--- src/rtl/vend_pkg.sv ---
// Shared types and constant tables for the vending payment controller.
// Holds the FSM state enum, coin values, the price table and the keypad code decode helpers.
package vend_pkg;

    typedef enum logic [2:0] {
        S_IDLE,
        S_LOOKUP,
        S_COLLECT,
        S_DISPENSE,
        S_CHANGE,
        S_REFUND,
        S_ERROR
    } state_t;

    localparam logic [3:0] CONFIRM_DIGIT = 4'hE;
    localparam logic [3:0] STOCK_INIT    = 4'd5;

    localparam logic [7:0] COIN_VALUE [4] = '{8'd1, 8'd2, 8'd5, 8'd10};

    localparam logic [7:0] PRICE_TABLE [16] = '{
        8'd12, 8'd10, 8'd10, 8'd10, 8'd10, 8'd15, 8'd10, 8'd10,
        8'd10, 8'd10, 8'd10, 8'd10, 8'd10, 8'd10, 8'd10, 8'd25
    };

    // code layout: [3:0] row, [7:4] column, [11:8] confirm digit
    function automatic logic code_valid(input logic [11:0] code);
        return (code[3:0] >= 4'd1) && (code[3:0] <= 4'd4) &&
               (code[7:4] >= 4'd1) && (code[7:4] <= 4'd4) &&
               (code[11:8] == CONFIRM_DIGIT);
    endfunction

    function automatic logic [3:0] code_idx(input logic [11:0] code);
        logic [3:0] r;
        logic [3:0] c;
        r = code[3:0] - 4'd1;
        c = code[7:4] - 4'd1;
        return {r[1:0], c[1:0]};
    endfunction

endpackage

--- src/rtl/vend_coin_accum.sv ---
// Credit register for the payment controller: adds accepted coins, subtracts the price,
// clears on change/refund, and flags coins that are refused or would overflow the ceiling.
module vend_coin_accum
    import vend_pkg::*;
#(
    parameter int MAX_CREDIT = 200
) (
    input  logic       clk,
    input  logic       reset,
    input  logic       coin_valid_i,
    input  logic [1:0] coin_type_i,
    input  logic       accept_en_i,
    input  logic       sub_en_i,
    input  logic [7:0] sub_amt_i,
    input  logic       clr_en_i,
    output logic [7:0] credit_o,
    output logic [8:0] credit_next_o,
    output logic       coin_accept_o,
    output logic       coin_reject_o
);

    logic [8:0] credit_q;
    logic [8:0] credit_d;
    logic [8:0] sum;
    logic       over;
    logic       accept;
    logic       reject_q;

    assign sum    = credit_q + {1'b0, COIN_VALUE[coin_type_i]};
    assign over   = sum > 9'(MAX_CREDIT);
    assign accept = coin_valid_i && accept_en_i && !over;

    // clear and subtract never coincide with an accepted coin: coins are refused in those states
    always_comb begin
        credit_d = credit_q;
        if (clr_en_i) begin
            credit_d = '0;
        end else if (sub_en_i) begin
            credit_d = credit_q - {1'b0, sub_amt_i};
        end else if (accept) begin
            credit_d = sum;
        end
    end

    always_ff @(posedge clk) begin
        if (reset) begin
            credit_q <= '0;
            reject_q <= 1'b0;
        end else begin
            credit_q <= credit_d;
            reject_q <= coin_valid_i && !accept;
        end
    end

    assign credit_o      = credit_q[7:0];
    assign credit_next_o = credit_d;
    assign coin_accept_o = accept;
    assign coin_reject_o = reject_q;

endmodule

--- src/rtl/vend_payment_ctrl.sv ---
// Vending payment controller: price lookup, coin credit, dispense, change and refund.
// Optional per-item stock counters and restock port are enabled by VEND_STOCK_COUNT_EN.
module vend_payment_ctrl
    import vend_pkg::*;
#(
    parameter int MAX_CREDIT     = 200,
    parameter int TIMEOUT_CYCLES = 1000000,
    parameter int ERR_HOLD       = 4
) (
    input  logic        clk,
    input  logic        reset,
    input  logic        check_price,
    input  logic [11:0] concat_press,
    input  logic        coin_valid,
    input  logic [1:0]  coin_type,
    input  logic        cancel,
`ifdef VEND_STOCK_COUNT_EN
    input  logic        restock,
`endif
    output logic        busy,
    output logic        clear,
    output logic [7:0]  price_out,
    output logic [7:0]  credit_out,
    output logic        dispense,
    output logic [3:0]  item_idx,
    output logic        change_valid,
    output logic [7:0]  change_amt,
    output logic        coin_reject,
    output logic        error
);

    localparam int TW = $clog2(TIMEOUT_CYCLES + 1);
    localparam int EW = $clog2(ERR_HOLD + 1);

    state_t          state_q;
    logic [11:0]     code_q;
    logic [TW-1:0]   tmo_q;
    logic [EW-1:0]   err_cnt_q;
    logic [7:0]      price_q;
    logic [7:0]      change_amt_q;
    logic [3:0]      item_idx_q;
    logic            clear_q;
    logic            dispense_q;
    logic            change_valid_q;
    logic            error_q;

    logic [7:0]      credit;
    logic [8:0]      credit_next;
    logic            coin_accept;
    logic [3:0]      sel_idx;
    logic            sel_valid;
    logic            sel_in_stock;

    assign sel_idx   = code_idx(code_q);
    assign sel_valid = code_valid(code_q);

    vend_coin_accum #(
        .MAX_CREDIT(MAX_CREDIT)
    ) u_accum (
        .clk           (clk),
        .reset         (reset),
        .coin_valid_i  (coin_valid),
        .coin_type_i   (coin_type),
        .accept_en_i   ((state_q == S_IDLE) || (state_q == S_COLLECT)),
        .sub_en_i      (state_q == S_DISPENSE),
        .sub_amt_i     (price_q),
        .clr_en_i      ((state_q == S_CHANGE) || (state_q == S_REFUND)),
        .credit_o      (credit),
        .credit_next_o (credit_next),
        .coin_accept_o (coin_accept),
        .coin_reject_o (coin_reject)
    );

`ifdef VEND_STOCK_COUNT_EN
    logic [15:0] has_stock;

    genvar gi;
    generate
        for (gi = 0; gi < 16; gi++) begin : g_stock
            logic [3:0] cnt_q;
            always_ff @(posedge clk) begin
                if (reset) begin
                    cnt_q <= STOCK_INIT;
                end else if (state_q == S_IDLE && restock) begin
                    cnt_q <= STOCK_INIT;
                end else if (state_q == S_DISPENSE && item_idx_q == 4'(gi)) begin
                    cnt_q <= cnt_q - 4'd1;
                end
            end
            assign has_stock[gi] = (cnt_q != 4'd0);
        end
    endgenerate

    assign sel_in_stock = has_stock[sel_idx];
`else
    assign sel_in_stock = 1'b1;
`endif

    always_ff @(posedge clk) begin
        if (reset) begin
            state_q        <= S_IDLE;
            code_q         <= '0;
            tmo_q          <= '0;
            err_cnt_q      <= '0;
            price_q        <= '0;
            change_amt_q   <= '0;
            item_idx_q     <= '0;
            clear_q        <= 1'b0;
            dispense_q     <= 1'b0;
            change_valid_q <= 1'b0;
            error_q        <= 1'b0;
        end else begin
            clear_q        <= 1'b0;
            dispense_q     <= 1'b0;
            change_valid_q <= 1'b0;
            case (state_q)
                S_IDLE: begin
                    if (check_price) begin
                        code_q  <= concat_press;
                        state_q <= S_LOOKUP;
                    end
                end
                S_LOOKUP: begin
                    tmo_q <= '0;
                    if (!sel_valid || !sel_in_stock) begin
                        state_q   <= S_ERROR;
                        clear_q   <= 1'b1;
                        error_q   <= 1'b1;
                        err_cnt_q <= EW'(ERR_HOLD - 1);
                    end else begin
                        price_q <= PRICE_TABLE[sel_idx];
                        state_q <= S_COLLECT;
                    end
                end
                S_COLLECT: begin
                    // credit_next already includes a coin arriving with cancel, so it is refunded too
                    if (credit >= price_q) begin
                        state_q    <= S_DISPENSE;
                        dispense_q <= 1'b1;
                        item_idx_q <= sel_idx;
                    end else if (cancel ||
                                 (tmo_q == TW'(TIMEOUT_CYCLES - 1) && !coin_accept)) begin
                        state_q        <= S_REFUND;
                        clear_q        <= 1'b1;
                        change_valid_q <= (credit_next != 9'd0);
                        change_amt_q   <= credit_next[7:0];
                    end else if (coin_accept) begin
                        tmo_q <= '0;
                    end else begin
                        tmo_q <= tmo_q + 1'b1;
                    end
                end
                S_DISPENSE: begin
                    state_q        <= S_CHANGE;
                    clear_q        <= 1'b1;
                    change_valid_q <= (credit_next != 9'd0);
                    change_amt_q   <= credit_next[7:0];
                end
                S_CHANGE, S_REFUND: begin
                    state_q <= S_IDLE;
                end
                S_ERROR: begin
                    if (err_cnt_q == '0) begin
                        error_q <= 1'b0;
                        state_q <= S_IDLE;
                    end else begin
                        err_cnt_q <= err_cnt_q - 1'b1;
                    end
                end
                default: begin
                    state_q <= S_IDLE;
                end
            endcase
        end
    end

    assign busy         = (state_q != S_IDLE);
    assign clear        = clear_q;
    assign price_out    = price_q;
    assign credit_out   = credit;
    assign dispense     = dispense_q;
    assign item_idx     = item_idx_q;
    assign change_valid = change_valid_q;
    assign change_amt   = change_amt_q;
    assign error        = error_q;

endmodule

--- config.mk ---
export PLATFORM = sky130hd
export DESIGN_NAME = vend_payment_ctrl
export DESIGN_NICKNAME = d
export VERILOG_FILES = /design/src/rtl/vend_pkg.sv /design/src/rtl/vend_coin_accum.sv /design/src/rtl/vend_payment_ctrl.sv
export SDC_FILE = /design/constraint.sdc
export NUM_CORES = 1
export LEC_CHECK = 0
export ABC_AREA = 1
export BUFFER_PORTS_ARGS = -buffer_cell sky130_fd_sc_hd__clkbuf_2
export CORE_MARGIN = 2
export CORE_UTILIZATION = 55
export CTS_CLUSTER_DIAMETER = 40
export DETAILED_ROUTE_END_ITERATION = 8
export GPL_TIMING_DRIVEN = 0
export PLACE_DENSITY = 0.75
export RECOVER_POWER = 25
export SLEW_MARGIN = 5
export SYNTH_ARGS = -nofsm -noshare
export SYNTH_HDL_FRONTEND = slang
export SYNTH_SLANG_ARGS = --single-unit
--- constraint.sdc ---
create_clock -name clk -period 3.3 [get_ports clk]
set_input_delay 0.825 -clock clk [delete_from_list [all_inputs] [get_ports clk]]
set_output_delay 0.825 -clock clk [all_outputs]
set_load 0.02 [all_outputs]
* After elaboration in Yosys (flattened, before gate mapping)
Memories as Yosys holds them, arrays and structs flattened. A register that Yosys moved wholly into a read port is not among the register bits.
Index checks and enable logic that the tools add are counted.
** Word-level totals
- Logic and storage cells :: 107
- Memory bits (read-only) :: 128
- Input bits :: 19
- Memories kept :: 1
- Register bits after elaboration :: 64
** Memories
- (name not given) :: words 16, width 8, read ports 1, clocked after Yosys merged registers in 1, wr ports 0, line vend_payment_ctrl.sv:131 : price_q <= PRICE_TABLE[sel_idx];
** Cells by class
- Reductions and logical operators :: 29
- $lt $le $gt $ge :: 7
- Bitwise operators :: 3
- Equality and inequality tests :: 16
- Mux-type cells :: 33
- Add/sub/neg operators :: 6
** Operators by type and width (number)
- two-way mux 20 bit :: 3
- one-hot mux 20 bit (2 select lines) :: 1
- two-way mux 8 bit :: 4
- two-way mux 9 bit :: 3
- two-way mux 3 bit :: 7
- adder 20 x 1 -> 20 bit (second input constant) :: 1
- == test 20 bit (second input constant) :: 1
- binary-select mux 8 bit (select 2 bit) :: 1
- one-hot mux 8 bit (2 select lines) :: 1
- one-hot mux 3 bit (5 select lines) :: 1
- AND reduction 3 bit :: 5
- != test 2 bit (second input constant) :: 6
- adder 9 x 8 -> 9 bit :: 1
- == test 3 bit (second input constant) :: 3
- > comparator 9 x 8 -> 1 bit (second input constant) :: 1
- nonzero test 9 bit :: 1
- subtractor 9 x 8 -> 9 bit :: 1
- greater-or-equal comparator 4 x 1 -> 1 bit (second input constant) :: 2
- greater-or-equal comparator 8 bit :: 1
- <= comparator 4 x 3 -> 1 bit (second input constant) :: 2
- logical AND 1 bit :: 8
- two-way mux 1 bit :: 8
- == test 3 x 2 -> 1 bit (second input constant) :: 2
- zero test 3 bit :: 2
- 19 further kinds :: 28

* Longest topological paths before layout
- Word-level depth :: 15
- Gate-level depth with buffers :: 23

* By module
A second synthesis with hierarchy kept.
** Unflattened totals
- Cell total of the unflattened synthesis :: 729
- Area, all modules :: 4903.5 sq um
** Modules (own cells, without submodules)
- vend_payment_ctrl :: area each 3449.6 sq um, sequential area each 1181.1 sq um, cells each 512, times used 1
- vend_coin_accum :: area each 1453.9 sq um, sequential area each 200.2 sq um, cells each 217, times used 1

* Worst setup path after synthesis
OpenSTA, ideal clock, no wires.
- Path type :: input port to flip-flop
- Start :: input port coin_type[0]
- End :: register change_valid_q (netlist: change_valid)
- Buffers on the path :: 1
- Arrival :: 2.655 ns
- Data required time :: 3.191 ns
- Stages :: 18
- Setup slack :: 0.537 ns
- Setup time :: 0.109 ns
- Cell sequence :: inv_1 ha_1 fa_1 nand3_1 nand2_1 nand2_1 nor2_1 nor2_4 nand2_4 buf_6 nand2_2 nand3_1 nand2_2 nand2_1 nor2_1 nand3_1 nand2_1 inv_1
** Between the ends
- Word-level cells in the longest chain between the ends :: 15
- Elaborated cells on any way between the ends :: 18
** RTL lines
- from (decl) :: line vend_payment_ctrl.sv:15 : input logic [1:0] coin_type,
- NOT 2 -> 3 bit (implied by the code) (*) :: line vend_coin_accum.sv:29 : assign sum = credit_q + {1'b0, COIN_VALUE[coin_type_i]};
- binary-select mux 8 bit (select 2 bit) (*) :: line vend_coin_accum.sv:29
- two-way mux 8 bit (implied by the code) (*) (2 in a row) :: line vend_coin_accum.sv:29
- adder 9 x 8 -> 9 bit (*) :: line vend_coin_accum.sv:29
- > comparator 9 x 8 -> 1 bit :: line vend_coin_accum.sv:30 : assign over = sum > 9'(MAX_CREDIT);
- zero test 1 bit :: line vend_coin_accum.sv:31 : assign accept = coin_valid_i && accept_en_i && !over;
- logical AND 1 bit :: line vend_coin_accum.sv:31
- two-way mux 9 bit :: line vend_coin_accum.sv:40 : end else if (accept) begin
- two-way mux 9 bit :: line vend_coin_accum.sv:38 : end else if (sub_en_i) begin
- two-way mux 9 bit :: line vend_coin_accum.sv:36 : if (clr_en_i) begin
- nonzero test 9 bit :: line vend_payment_ctrl.sv:145, vend_payment_ctrl.sv:156
- two-way mux 1 bit :: line vend_payment_ctrl.sv:141 : end else if (cancel ||
- two-way mux 1 bit :: line vend_payment_ctrl.sv:137 : if (credit >= price_q) begin
- one-hot mux 1 bit (2 select lines) (*) :: line vend_payment_ctrl.sv:116 : case (state_q)
- to (signal assigned) :: line vend_payment_ctrl.sv:145 : change_valid_q <= (credit_next != 9'd0);
- to (signal assigned) :: line vend_payment_ctrl.sv:156 : change_valid_q <= (credit_next != 9'd0);
- to (decl) :: line vend_payment_ctrl.sv:44 : logic change_valid_q;
Mark *: on every way between the ends. The rest lies on a longest branch, timed or not. The select of a mux whose other input is x is not followed.
A chain may end at the register's enable or synchronous reset.

* Worst setup path after layout
Same ends and word-level chain as after synthesis.

==> out/qor.txt <==
status - complete, no violations
Post-Synth XOR/XNOR Area - 2.10%
Cell Area, Synth - 0.00417 mm^2
Initial Util - 57.2%
clock skew - 0.00950 ns
Final Slew Violations - 0
Post-DP HPWL - 7.56 mm
Max VDD drop - 0.235 mV
post-synthesis sequential element count - 69
Vias/cell - 5.18
Mapped Cells - 616
initial antenna violation count - 0
worst skew pair latency - 0.35 ns
number of core rows - 31
IO Count - 53
vias in the first global route - 3729
post-synth cell types - 38
# setup viols final - 0
Antenna Nets Post-Route - 0
LEAKAGE - 2.22 nW
Tmin final - 2.95 ns
crit path cell chain - clkbuf_2, inv_1, ha_1, fa_1, nand3_1, nand2_1, nand2_1, nor2_1, nor2_4, nand2_4, buf_6, nand2_1, nand3_1, nand3_1, nand2_1, inv_1, nand3_1, nand2_1, inv_1
RSZ-0062 raised after global routing - false
CP max-delay cell - fa_1
Crit Path Max Fanout - 10
PwrDens - 477 mW/mm^2
sequential fraction of the synthesis area - 33.1%
Initial DRT Pass Iterations - 5
CP Capture Type - flop
port buffer count - 48
first-pass GRT wire length - 17.0 mm
mux contribution to synthesized area - 0%
Die W - 91.1 um
Sw Pwr - 0.000750 W
most frequent cells in the layout - nand2_1, inv_1, nor2_1, dfxtp_1, a21oi_1
antenna cells - 0
Nets - 718
commonest non-fill, non-tap cell in the layout - nand2_1
fin cells - 778
routability cong. - 0.966
post-route setup TNS - 0 ns
WP data required - 3.56 ns
fill count - 690
Placed Cells - 765
post-CTS sizing - 0
worst min path class - flop to flop
largest net degree at the start of global routing - 11
Pint - 0.00149 W
Post-CTS Setup Repair Bufs - 0
CTS Hold Buffers Added - 0
Vias - 4030
average wire per standard cell - 12.9 um
yosys warns - 0
CTS tree - yes
GRT overflow - 0
Clock Tree Root - clkbuf_8
Sw Ratio - 33.5%
GRT Total Usage - 25.3%
DRC violations left - 0
share of cells above drive strength 1 - 12.8%
Synth area leader - dfxtp_1
chip height - 91.1 um
combinational power share - 26.3%
Most common cell on crit path - nand2_1
CTS H-Tree Depth - 3
buffer depth of the longest clock path - 2
Least-Margin Pin Slew - 0.600 ns
Core ar. - 0.00729 mm^2
Synth Area in Compound Gates - 11.9%
Simple-Gate Fraction of Synth Area - 33.3%
Clock transition at path regs - 0.07 ns
share of Yosys cell area claimed by the top area cell type - 33.1%
Final Cycle Share - 89.3%
Seq pwr share - 43.2%
syn_area_per_cell - 6.77 um^2
final hold violations - 0
Num CTS Buffers - 9
area grow syn2layout - 12.7%
Rel. slew slack - 60.0%
total power draw - 0.00224 W
post-synthesis adder-cell area fraction - 6.96%
Die Footprint - 0.00829 mm^2
Setup Crit Path Kind - input pin to flop
Startpoint Class - input pin
final wirelength - 10.1 mm
cell types with the largest area share after synthesis - dfxtp_1, nand2_1, inv_1
Clock Sinks - 69
Clock Power Share - 30.5%
delay of the slowest critical-path stage - 0.41 ns
FMAX - 339 MHz
largest family of logic cells by synthesized area - simple AND/OR/NAND/NOR gates
CP Data Arrival Time - 3.21 ns
Max-cap violations - 0
Iter 0 DRT Violations - 284
==> power groups by stage <==
stage | combinational [W] | sequential [W] | clock (W)
floorplan | 0.000430 | 0.000987 | 0
global placement | 0.000571 | 0.000981 | 0
detailed placement | 0.000586 | 0.000985 | 0
CTS | 0.000591 | 0.000966 | 0.000691
global route | 0.000665 | 0.000978 | 0.000728
finish | 0.000589 | 0.000968 | 0.000684
==> per-stage QoR <==
step                      hold slack (ns)  worst slack, ns  area (um^2)  utilization, %
after CTS                           0.458            0.345         4730            64.8
after global placement              0.434           0.0474         4540            62.3
after global routing                0.473           0.0731         4700            64.4
after detailed placement            0.448          -0.0126         4540            62.3
after floorplan                     0.422            0.537         4180               -
final                               0.457            0.352         4700            64.4
==> cells by family (layout without fill, tap and decap cells) <==
| family | after synthesis | in the layout |
|---|---|---|
| buf+inv | 114 | 175 |
| compound gates | 94 | 94 |
| xor+xnor | 10 | 10 |
| other cells | 1 | 3 |
| fa+ha+maj | 22 | 22 |
| flops | 69 | 69 |
| simple gates | 306 | 306 |
==> synthesized netlist by cell type <==
master,instances
inv_1,82
nor3_2,1
nand2_4,4
buf_4,13
dfxtp_1,69
nor3b_1,1
o41ai_1,1
a211oi_1,2
nand2_2,8
nand4_1,9
xor2_1,6
a31oi_1,1
xnor2_1,4
or2_2,3
inv_4,1
o2111ai_1,2
buf_1,1
o21ai_0,29
nand4_2,1
nand2_1,137
clkbuf_1,8
buf_6,6
o21a_1,1
nor2_1,69
o221ai_1,1
fa_1,2
inv_2,2
nand3b_1,6
a21oi_1,47
nor2_2,2
nand3_2,5
ha_1,20
nor2_4,1
conb_1,1
o21ai_1,10
clkinv_1,1
nand3_1,46
nor3_1,13
==> metal layers <==
metal / track usage, % / up-vias / part of all wire (%)
li1: - / 2081 / -
met1: 32.0 / 1794 / 46
met2: 43.2 / 136 / 47
met3: 3.15 / 19 / 5.7
met4: 10.9 / 0 / 2.1
met5: 0 / - / 0
==> final cells by class <==
class	count	area, um^2	share of cell area (%)
sequential	69	1380	29.4
tap	99	124	2.64
inverter	86	325	6.92
multi-input combinational	435	2270	48.3
buffer	28	195	4.15
clock inverter	2	35.0	0.746
timing repair buffer	48	215	4.58
clock buffer	11	151	3.22
==> worst max-delay path, delay by kind of cell <==
family | cells | cell delay (ns)
and+or+nand+nor | 12 | 1.33
adders and majority gates | 2 | 0.61
buffers and inverters | 5 | 0.44
==> state kept, by name, summed over array words and instances (netlist names) <==
name,cells
tmo_q,20
u_accum.credit_q,9
dispense,1
error,1
item_idx,4
err_cnt_q,3
state_q,3
change_valid,1
change_amt,8
u_accum.coin_reject_o,1
price_out,5
code_q,12
clear,1
==> path summary, 6_finish.rpt <==
kind / depth (start not counted) / from / endpoint / slack (ns)
max: 19 / coin_type[0] / change_valid$_SDFF_PP0_ / 0.35
min: 2 / code_q[10]$_SDFFE_PP0P_ / code_q[10]$_SDFFE_PP0P_ / 0.46
max reg2reg: 16 / price_out[0]$_SDFFE_PP0P_ / tmo_q[4]$_SDFFE_PP0P_ / 0.63
min reg2reg: 2 / code_q[10]$_SDFFE_PP0P_ / code_q[10]$_SDFFE_PP0P_ / 0.46
Power figures use the tool's default switching activity.
